==> config.mk <==
export PLATFORM = sky130hd
export DESIGN_NAME = host_cmd_parser
export DESIGN_NICKNAME = d
export VERILOG_FILES = /design/src/rtl/host_cmd_pkg.sv /design/src/rtl/host_cmd_timeout.sv /design/src/rtl/host_cmd_parser.sv
export SDC_FILE = /design/constraint.sdc
export NUM_CORES = 1
export LEC_CHECK = 0
export BUFFER_PORTS_ARGS = -buffer_cell sky130_fd_sc_hd__buf_2
export CAP_MARGIN = 20
export CORE_MARGIN = 8
export CORE_UTILIZATION = 58
export CTS_CLUSTER_DIAMETER = 40
export DETAILED_ROUTE_END_ITERATION = 8
export PLACE_DENSITY = 0.84
export SLEW_MARGIN = 20
export SYNTH_ARGS = -nofsm -noshare
export SYNTH_HDL_FRONTEND = slang
export SYNTH_HIERARCHICAL = 1
export SYNTH_SLANG_ARGS = --single-unit
==> constraint.sdc <==
create_clock -name ex_clk -period 4.23 [get_ports ex_clk]
set_input_delay 0.846 -clock ex_clk [delete_from_list [all_inputs] [get_ports ex_clk]]
set_output_delay 0.846 -clock ex_clk [all_outputs]
set_load 0.1 [all_outputs]
==> src/rtl/host_cmd_pkg.sv <==
// Shared types and constants for the host command parser.
package host_cmd_pkg;

    typedef enum logic [2:0] {
        IDLE,
        CMD,
        ARG,
        CSUM,
        HOLD
    } state_t;

    localparam logic [1:0] CLASS_HOST = 2'b00;
    localparam logic [1:0] CLASS_SD   = 2'b01;

    localparam logic [2:0] ERR_CSUM    = 3'd1;
    localparam logic [2:0] ERR_CLASS   = 3'd2;
    localparam logic [2:0] ERR_TIMEOUT = 3'd3;
    localparam logic [2:0] ERR_FRAMING = 3'd4;
    localparam logic [2:0] ERR_OVERRUN = 3'd5;

    localparam logic [3:0] OP_NOP       = 4'h0;
    localparam logic [3:0] OP_SW_RESET  = 4'h1;
    localparam logic [3:0] OP_INIT_CARD = 4'h2;
    localparam logic [3:0] OP_READ_REGS = 4'h3;

    function automatic logic [1:0] cmd_class(input logic [7:0] cmd);
        return cmd[7:6];
    endfunction

endpackage

==> src/rtl/host_cmd_timeout.sv <==
// Inter-byte timeout: clearable, enabled counter with terminal-count flag.
module host_cmd_timeout #(
    parameter int TIMEOUT_CYCLES = 1_000_000
) (
    input  logic clk,
    input  logic resetn,
    input  logic clr,
    input  logic en,
    output logic tc
);

    localparam int CW = $clog2(TIMEOUT_CYCLES);
    localparam logic [CW-1:0] LAST = CW'(TIMEOUT_CYCLES - 1);

    logic [CW-1:0] cnt;

    assign tc = en && (cnt == LAST);

    always_ff @(posedge clk) begin
        if (!resetn || clr) begin
            cnt <= '0;
        end else if (en) begin
            cnt <= cnt + CW'(1);
        end
    end

endmodule

==> src/rtl/host_cmd_parser.sv <==
// UART byte-stream framer/decoder feeding sd_fsm over valid/ready.
// Optional trailing XOR checksum byte: define HOST_CMD_CHECKSUM_EN.
module host_cmd_parser
    import host_cmd_pkg::*;
#(
    parameter int          TIMEOUT_CYCLES = 1_000_000,
    parameter logic [7:0]  SYNC_BYTE      = 8'hA5
) (
    input  logic        ex_clk,
    input  logic        ex_resetn,
    input  logic [7:0]  uart_rx_data,
    input  logic [7:0]  uart_ctrl,
    input  logic        cmd_ready,
    output logic        cmd_valid,
    output logic        cmd_is_host,
    output logic [3:0]  host_cmd,
    output logic [5:0]  uart_cmd,
    output logic [31:0] cmd_arg,
    output logic        err_valid,
    output logic [2:0]  err_code,
    output logic        busy
);

`ifdef HOST_CMD_CHECKSUM_EN
    localparam state_t FRAME_END = CSUM;
    logic [7:0] csum_acc;
`else
    localparam state_t FRAME_END = HOLD;
`endif

    state_t     state;
    logic [1:0] byte_cnt;
    logic       rx_stb;
    logic       frm_err;
    logic       partial;
    logic       tmo;
    logic       ctrl_unused;

    assign rx_stb      = uart_ctrl[0];
    assign frm_err     = uart_ctrl[1];
    assign ctrl_unused = ^uart_ctrl[7:2];
    assign partial     = (state == CMD) || (state == ARG) || (state == CSUM);

    host_cmd_timeout #(
        .TIMEOUT_CYCLES(TIMEOUT_CYCLES)
    ) u_timeout (
        .clk   (ex_clk),
        .resetn(ex_resetn),
        .clr   (rx_stb || (state == IDLE)),
        .en    (partial),
        .tc    (tmo)
    );

    always_ff @(posedge ex_clk) begin
        if (!ex_resetn) begin
            state       <= IDLE;
            byte_cnt    <= 2'd0;
            cmd_valid   <= 1'b0;
            cmd_is_host <= 1'b0;
            host_cmd    <= 4'd0;
            uart_cmd    <= 6'd0;
            cmd_arg     <= 32'd0;
            err_valid   <= 1'b0;
            err_code    <= 3'd0;
            busy        <= 1'b0;
`ifdef HOST_CMD_CHECKSUM_EN
            csum_acc    <= 8'd0;
`endif
        end else begin
            err_valid <= 1'b0;
            // Framing beats strobe; strobe beats timeout.
            if (partial && frm_err) begin
                state     <= IDLE;
                busy      <= 1'b0;
                err_valid <= 1'b1;
                err_code  <= ERR_FRAMING;
            end else if (partial && !rx_stb && tmo) begin
                state     <= IDLE;
                busy      <= 1'b0;
                err_valid <= 1'b1;
                err_code  <= ERR_TIMEOUT;
            end else begin
                case (state)
                    IDLE: begin
                        if (rx_stb && uart_rx_data == SYNC_BYTE) begin
                            state <= CMD;
                            busy  <= 1'b1;
                        end
                    end
                    CMD: begin
                        if (rx_stb) begin
`ifdef HOST_CMD_CHECKSUM_EN
                            csum_acc <= uart_rx_data;
`endif
                            case (cmd_class(uart_rx_data))
                                CLASS_HOST: begin
                                    cmd_is_host <= 1'b1;
                                    host_cmd    <= uart_rx_data[3:0];
                                    state       <= FRAME_END;
                                    cmd_valid   <= (FRAME_END == HOLD);
                                end
                                CLASS_SD: begin
                                    cmd_is_host <= 1'b0;
                                    uart_cmd    <= uart_rx_data[5:0];
                                    byte_cnt    <= 2'd0;
                                    state       <= ARG;
                                end
                                default: begin
                                    state     <= IDLE;
                                    busy      <= 1'b0;
                                    err_valid <= 1'b1;
                                    err_code  <= ERR_CLASS;
                                end
                            endcase
                        end
                    end
                    ARG: begin
                        if (rx_stb) begin
                            cmd_arg  <= {cmd_arg[23:0], uart_rx_data};
                            byte_cnt <= byte_cnt + 2'd1;
`ifdef HOST_CMD_CHECKSUM_EN
                            csum_acc <= csum_acc ^ uart_rx_data;
`endif
                            if (byte_cnt == 2'd3) begin
                                state     <= FRAME_END;
                                cmd_valid <= (FRAME_END == HOLD);
                            end
                        end
                    end
`ifdef HOST_CMD_CHECKSUM_EN
                    CSUM: begin
                        if (rx_stb) begin
                            if (uart_rx_data == csum_acc) begin
                                state     <= HOLD;
                                cmd_valid <= 1'b1;
                            end else begin
                                state     <= IDLE;
                                busy      <= 1'b0;
                                err_valid <= 1'b1;
                                err_code  <= ERR_CSUM;
                            end
                        end
                    end
`endif
                    HOLD: begin
                        if (rx_stb) begin
                            err_valid <= 1'b1;
                            err_code  <= ERR_OVERRUN;
                        end
                        if (cmd_ready) begin
                            state     <= IDLE;
                            cmd_valid <= 1'b0;
                            busy      <= 1'b0;
                        end
                    end
                    default: begin
                        state     <= IDLE;
                        cmd_valid <= 1'b0;
                        busy      <= 1'b0;
                    end
                endcase
            end
        end
    end

endmodule

### Word level (Yosys, flattened, before mapping)

Cells that the tools add are included.
W data, S select, Z words.

* bits in registers: 74
* input port bits: 19
* logic and storage cells: 105

* add/sub/neg operators: 2
* eq/ne operators: 22
* muxes and demuxes: 34
* bitwise operators: 5
* reductions and logical operators: 30

Operators with widths (number)
* $mux W3: 10
* $reduce_and A5 Y1: 5
* $add A20 B1 Y20 const B: 1
* $eq A20 B20 Y1 const B: 1
* $mux W1: 13
* $pmux W3 S2: 2
* $pmux W3 S4: 1
* $reduce_and A4 Y1: 3
* $eq A8 B8 Y1 const B: 1
* $ne A2 B1 Y1 const B: 4
* $ne A2 B2 Y1 const B: 4
* $ne A4 B2 Y1 const B: 2
* $pmux W1 S4: 2
* $reduce_and A8 Y1: 1
* $eq A3 B2 Y1 const B: 2
* $mux W2: 3
* $ne A3 B2 Y1 const B: 2
* $reduce_and A6 Y1: 1
* $logic_and A1 B1 Y1: 5
* $not A1 Y1: 5
* $logic_or A1 B1 Y1: 4
* $ne A4 B4 Y1 const B: 1
* $pmux W1 S2: 2
* $pmux W2 S2: 1
* other kinds (14): 17

### Logic depth before layout (Yosys ltp)

* depth after elaboration: 7
* gate-level depth with buffers: 12
* mapped depth without buffers: 9

### Modules after synthesis

Netlist, hierarchy kept.

By module, submodules not included
* host_cmd_parser: instances 1, cells an instance 265, area each 2235.9 um2, seq. area each 1081.0 um2
* host_cmd_timeout: instances 1, cells an instance 112, area each 948.4 um2, seq. area each 400.4 um2

### Worst setup path after synthesis

Ideal clock, no wire load.

* path type: reg-to-reg
* from: register state[2]
* to: register u_timeout.cnt[19]
* library setup time: 0.115 ns
* data arrival time: 2.162 ns
* data required time: 4.115 ns
* path slack: 1.952 ns
* stages on the path, launching flop included: 10
* buffers on the path: 4
* period minus slack after synthesis: 2.278 ns
* path through: dfxtp_1 -> buf_6 -> o21ba_1 -> buf_6 -> buf_2 -> nand4_4 -> or4_1 -> buf_2 -> o31a_2 -> o21ba_2

* longest elaborated chain between the ends: 3
* elaborated cells on any way between the ends: 8

Ends and longest elaborated chain
* from (decl): line host_cmd_parser.sv:31 `state_t state;`
* from (signal assigned): line host_cmd_parser.sv:56 `state <= IDLE;`
* from (signal assigned): line host_cmd_parser.sv:73 `state <= IDLE;`
* from (signal assigned): line host_cmd_parser.sv:78 `state <= IDLE;`
* $eq A3 B1 Y1 or $eq A3 B2 Y1 (tied branches): line host_cmd_parser.sv:42 `assign partial = (state == CMD) || (state == ARG) || (state == CSUM);`
* $logic_or A1 B1 Y1: line host_cmd_parser.sv:42
* $logic_or A1 B1 Y1 *: line host_cmd_parser.sv:42
* named net partial: line host_cmd_parser.sv:35 `logic partial;`
* to (signal assigned): line host_cmd_timeout.sv:23 `cnt <= cnt + CW'(1);`
* to (decl): line host_cmd_timeout.sv:15 `logic [CW-1:0] cnt;`

The timed path passes the listed nets; every way through them passes the cells marked *.
A chain may end at the register's enable or synchronous reset.

### Worst setup path after layout

* from: register state[1]
* to: register err_code[2]

* longest elaborated chain between the ends: 7
* elaborated cells on any way between the ends: 18

Ends and longest elaborated chain
* $eq A3 B1 Y1 or $eq A3 B2 Y1 (tied branches): line host_cmd_parser.sv:42
* $logic_or A1 B1 Y1: line host_cmd_parser.sv:42
* $logic_or A1 B1 Y1 *: line host_cmd_parser.sv:42
* $logic_and A1 B1 Y1 *: line host_cmd_timeout.sv:17 `assign tc = en && (cnt == LAST);`
* named net tmo: line host_cmd_parser.sv:36 `logic tmo;`
* $logic_and A1 B1 Y1 *: line host_cmd_parser.sv:77 `end else if (partial && !rx_stb && tmo) begin`
* $ne A4 B4 Y1 (no source line), or another cell as far along
* $reduce_and A4 Y1 (no source line) or $mux W3 (tied branches)
* to (signal assigned): line host_cmd_parser.sv:76 `err_code <= ERR_FRAMING;`
* to (signal assigned): line host_cmd_parser.sv:81 `err_code <= ERR_TIMEOUT;`
* to (signal assigned): line host_cmd_parser.sv:112 `err_code <= ERR_CLASS;`
* to (decl): line host_cmd_parser.sv:20 `output logic [2:0] err_code,`

Marked as above.

==> impl_results.md <==
- Outcome: completed
- Antenna-violating nets left: 0
- Post-synthesis sequential area ratio: 0.4652
- Total GRT Usage: 0.1722
- # setup viols final: 0
- Pin count of the biggest net entering global routing: 48
- Synth top area share: 0.4652
- Die height: 90.10 microns
- Top Family by Delay on Critical Path: compound AO/OA/AOI/OAI gates
- Static Leak: 1.442 nW
- CTS tree: built
- Period minus WS final: 2.691 ns
- Tcrit/Tclk final: 0.6362
- Vias in the first global route: 2506
- Max-slew headroom: 0.3235
- Initial antenna violation count: 0
- TritonCTS buffer count: 9
- Number of enable flip-flop cells after synthesis: 0
- Via count: 2746
- CTS root buf: clkbuf_8
- Grt ovf: 0
- Seq cells post-synth: 74
- Fmax: 371.6 MHz
- Synth warn: 6
- Kind of critical path: flop to flop
- Total iterations of the first detailed-routing run: 4
- Post-synth ARST share: 0
- # H-tree levels: 3
- Pwr Total: 1.340 mW
- Clock buffer depth: 2
- Ratio of cells with drive above 1 in the final layout: 0.2102
- Max incr delay on CP: 0.54 ns
- Routed WL per cell: 13.96 microns
- RSZ-0062 raised after global routing: no
- Synth cell types: 50
- Top FF cell, synth: dfxtp_1
- Worst path bufs/invs: 0
- Setup TNS: 0 ns
- Slew Limit Fails: 0
- Setup repair bufs after CTS: 0
- Hold-fix buffers, CTS: 0
- Synthesized net count: 398
- WL final: 7052 microns
- Hold Fails Final Rpt: 0
- Detail Placement HPWL: 4866 microns
- Crit path DAT: 2.92 ns
- Io pins: 68
- CP max-delay cell: o21ba_1
- Max cap viols: 0
- Worst-path clk slew: 0.08 ns
- Diode count: 0
- Hold Path Class: flop to flop
- DRC: 0
- Vias per cell: 5.438
- Syn-to-layout area delta: 15.09%
- Cell with the most instances after synthesis: nand2_1
- Cell Area, Synth: 3184 sq um
- Die footprint: 8117 sq um
- Element type at the critical path start: flop
- Critical Path Fanout Max: 13
- Placer Congestion: 0.8586
- Biggest area consumer among synthesized cells: dfxtp_1
- Mapped Avg Cell Area: 8.446 sq um
- Die width: 90.10 microns
- Cell row count: 27
- Port Buffers: 61
- Core area: 5405 sq um
- CP Capture Type: flop
- Clk_lat worst skew: 0.36 ns
- Post_cts resized: 0
- Slew @ Worst Pin: 1.012 ns
- Pwr Density: 365.8 nW/um^2
- Largest cells by area after synthesis: dfxtp_1 (47%), nand2_1 (9.5%), a21oi_1 (7.1%)
- Num Clock Sinks: 74
- Synth cell count leaders: nand2_1 (81), dfxtp_1 (74), a21oi_1 (45), nor2_1 (33), mux2i_1 (12)
- Critical Path, Cell by Cell: o21ba_1 -> nand3_1 -> nor2_1 -> nand3_1 -> nor3_1 -> nor2b_1 -> o21ai_0 -> a221oi_1 -> nor2_1
- Final nets: 449
- Critical Path RT: 4.45 ns
- Post-Syn Instances: 377
- Initial core utilization: 0.5891
- Initial DRC count: 170
- First-pass GRT wire length: 11540 microns
- Worst Skew: 0.009123 ns
- Peak supply drop: 219.2 uV
## state kept, by name (all words and copies together), names as in the netlist
| signal | count |
|---|---|
| uart_cmd | 6 |
| u_timeout/cnt | 20 |
| busy | 1 |
| host_cmd | 4 |
| byte_cnt | 2 |
| cmd_valid | 1 |
| cmd_is_host | 1 |
| err_code | 3 |
| cmd_arg | 32 |
| err_valid | 1 |
| state | 3 |
## final timing paths
check                                 start           to  slack [ns]  cells past startpoint
worst max register to register     state[1]  err_code[2]        1.54                      9
worst max-delay path               state[1]  err_code[2]        1.54                      9
worst min register to register  cmd_arg[26]  cmd_arg[26]        0.46                      2
worst min-delay path            cmd_arg[26]  cmd_arg[26]        0.46                      2
## worst min-delay path, stage by stage (launching register included)
cell     delay (ns)
dfxtp_1        0.31
nand2_1        0.05
a21oi_1        0.05
## layout make-up
cell class,instances,area (sq um)
Timing Repair Buffer,63,320.3
Fill cell,479,1740
Sequential cell,74,1481
Multi-Input combinational cell,270,1513
Inverter,10,37.54
Tap cell,72,90.09
Clock inverter,7,98.84
Clock buffer,9,123.9
## stage by stage
stage	instances	utilization	area [sq um]	hold slack [ns]	setup slack, ns
after floorplan	377	-	3184	0.4435	1.952
after global placement	489	0.6368	3442	0.4377	1.645
after detailed placement	489	0.6368	3442	0.4452	1.607
after CTS	505	0.6780	3665	0.4571	1.560
after global routing	505	0.6780	3665	0.4716	1.329
final	505	0.6780	3665	0.4550	1.539
## metal layers
layer | vias to the layer above | part of all wire | GRT usage
met1 | 1259 | 0.43 | 0.1971
met3 | 14 | 0.058 | 0.04988
met5 | - | 0 | 0
met2 | 78 | 0.49 | 0.2828
met4 | 0 | 0.023 | 0.09431
li1 | 1395 | - | -
## kinds of logic (layout without fill, tap and decap cells)
family,Yosys count,count (layout),share of synthesized area
adder cells (fa/ha/maj),2,2,0.007857
flip-flops,74,74,0.4652
AO/OA/AOI/OAI,74,74,0.1399
AND/OR/NAND/NOR,169,169,0.2538
multiplexers,12,12,0.03772
buffers and inverters,33,89,0.05973
XOR/XNOR,13,13,0.03576
## cell usage in the layout (no fill, tap or decap), types with 2 or more instances in the layout
master     synthesis  final
nand2_1           81     81
dfxtp_1           74     74
buf_2              2     61
a21oi_1           45     45
nor2_1            33     33
mux2i_1           12     12
inv_1             10     10
xnor2_1           10     10
nand4_1            9      9
o21ai_0            9      9
clkbuf_8           0      9
nand3_1            8      8
nor4_1             6      6
nor3_1             5      5
nor2b_1            3      3
or3_1              3      3
a221oi_1           3      3
inv_6              0      3
xor2_1             3      3
nand2b_1           2      2
and2_1             2      2
nor3b_1            2      2
and3_1             2      2
o21a_1             2      2
a211oi_1           2      2
nand3b_1           2      2
o211ai_1           2      2
ha_1               2      2
bufinv_16          0      2
buf_4              3      2
nor4b_1            2      2
## power by group
part | total [mW] | switching [mW] | internal (mW)
combinational | 0.0309 | 0.0218 | 0.00911
sequential | 0.696 | 0.000162 | 0.696
clock | 0.613 | 0.276 | 0.337
total | 1.34 | 0.298 | 1.04
Note: power is estimated with default switching activity, not from simulation.
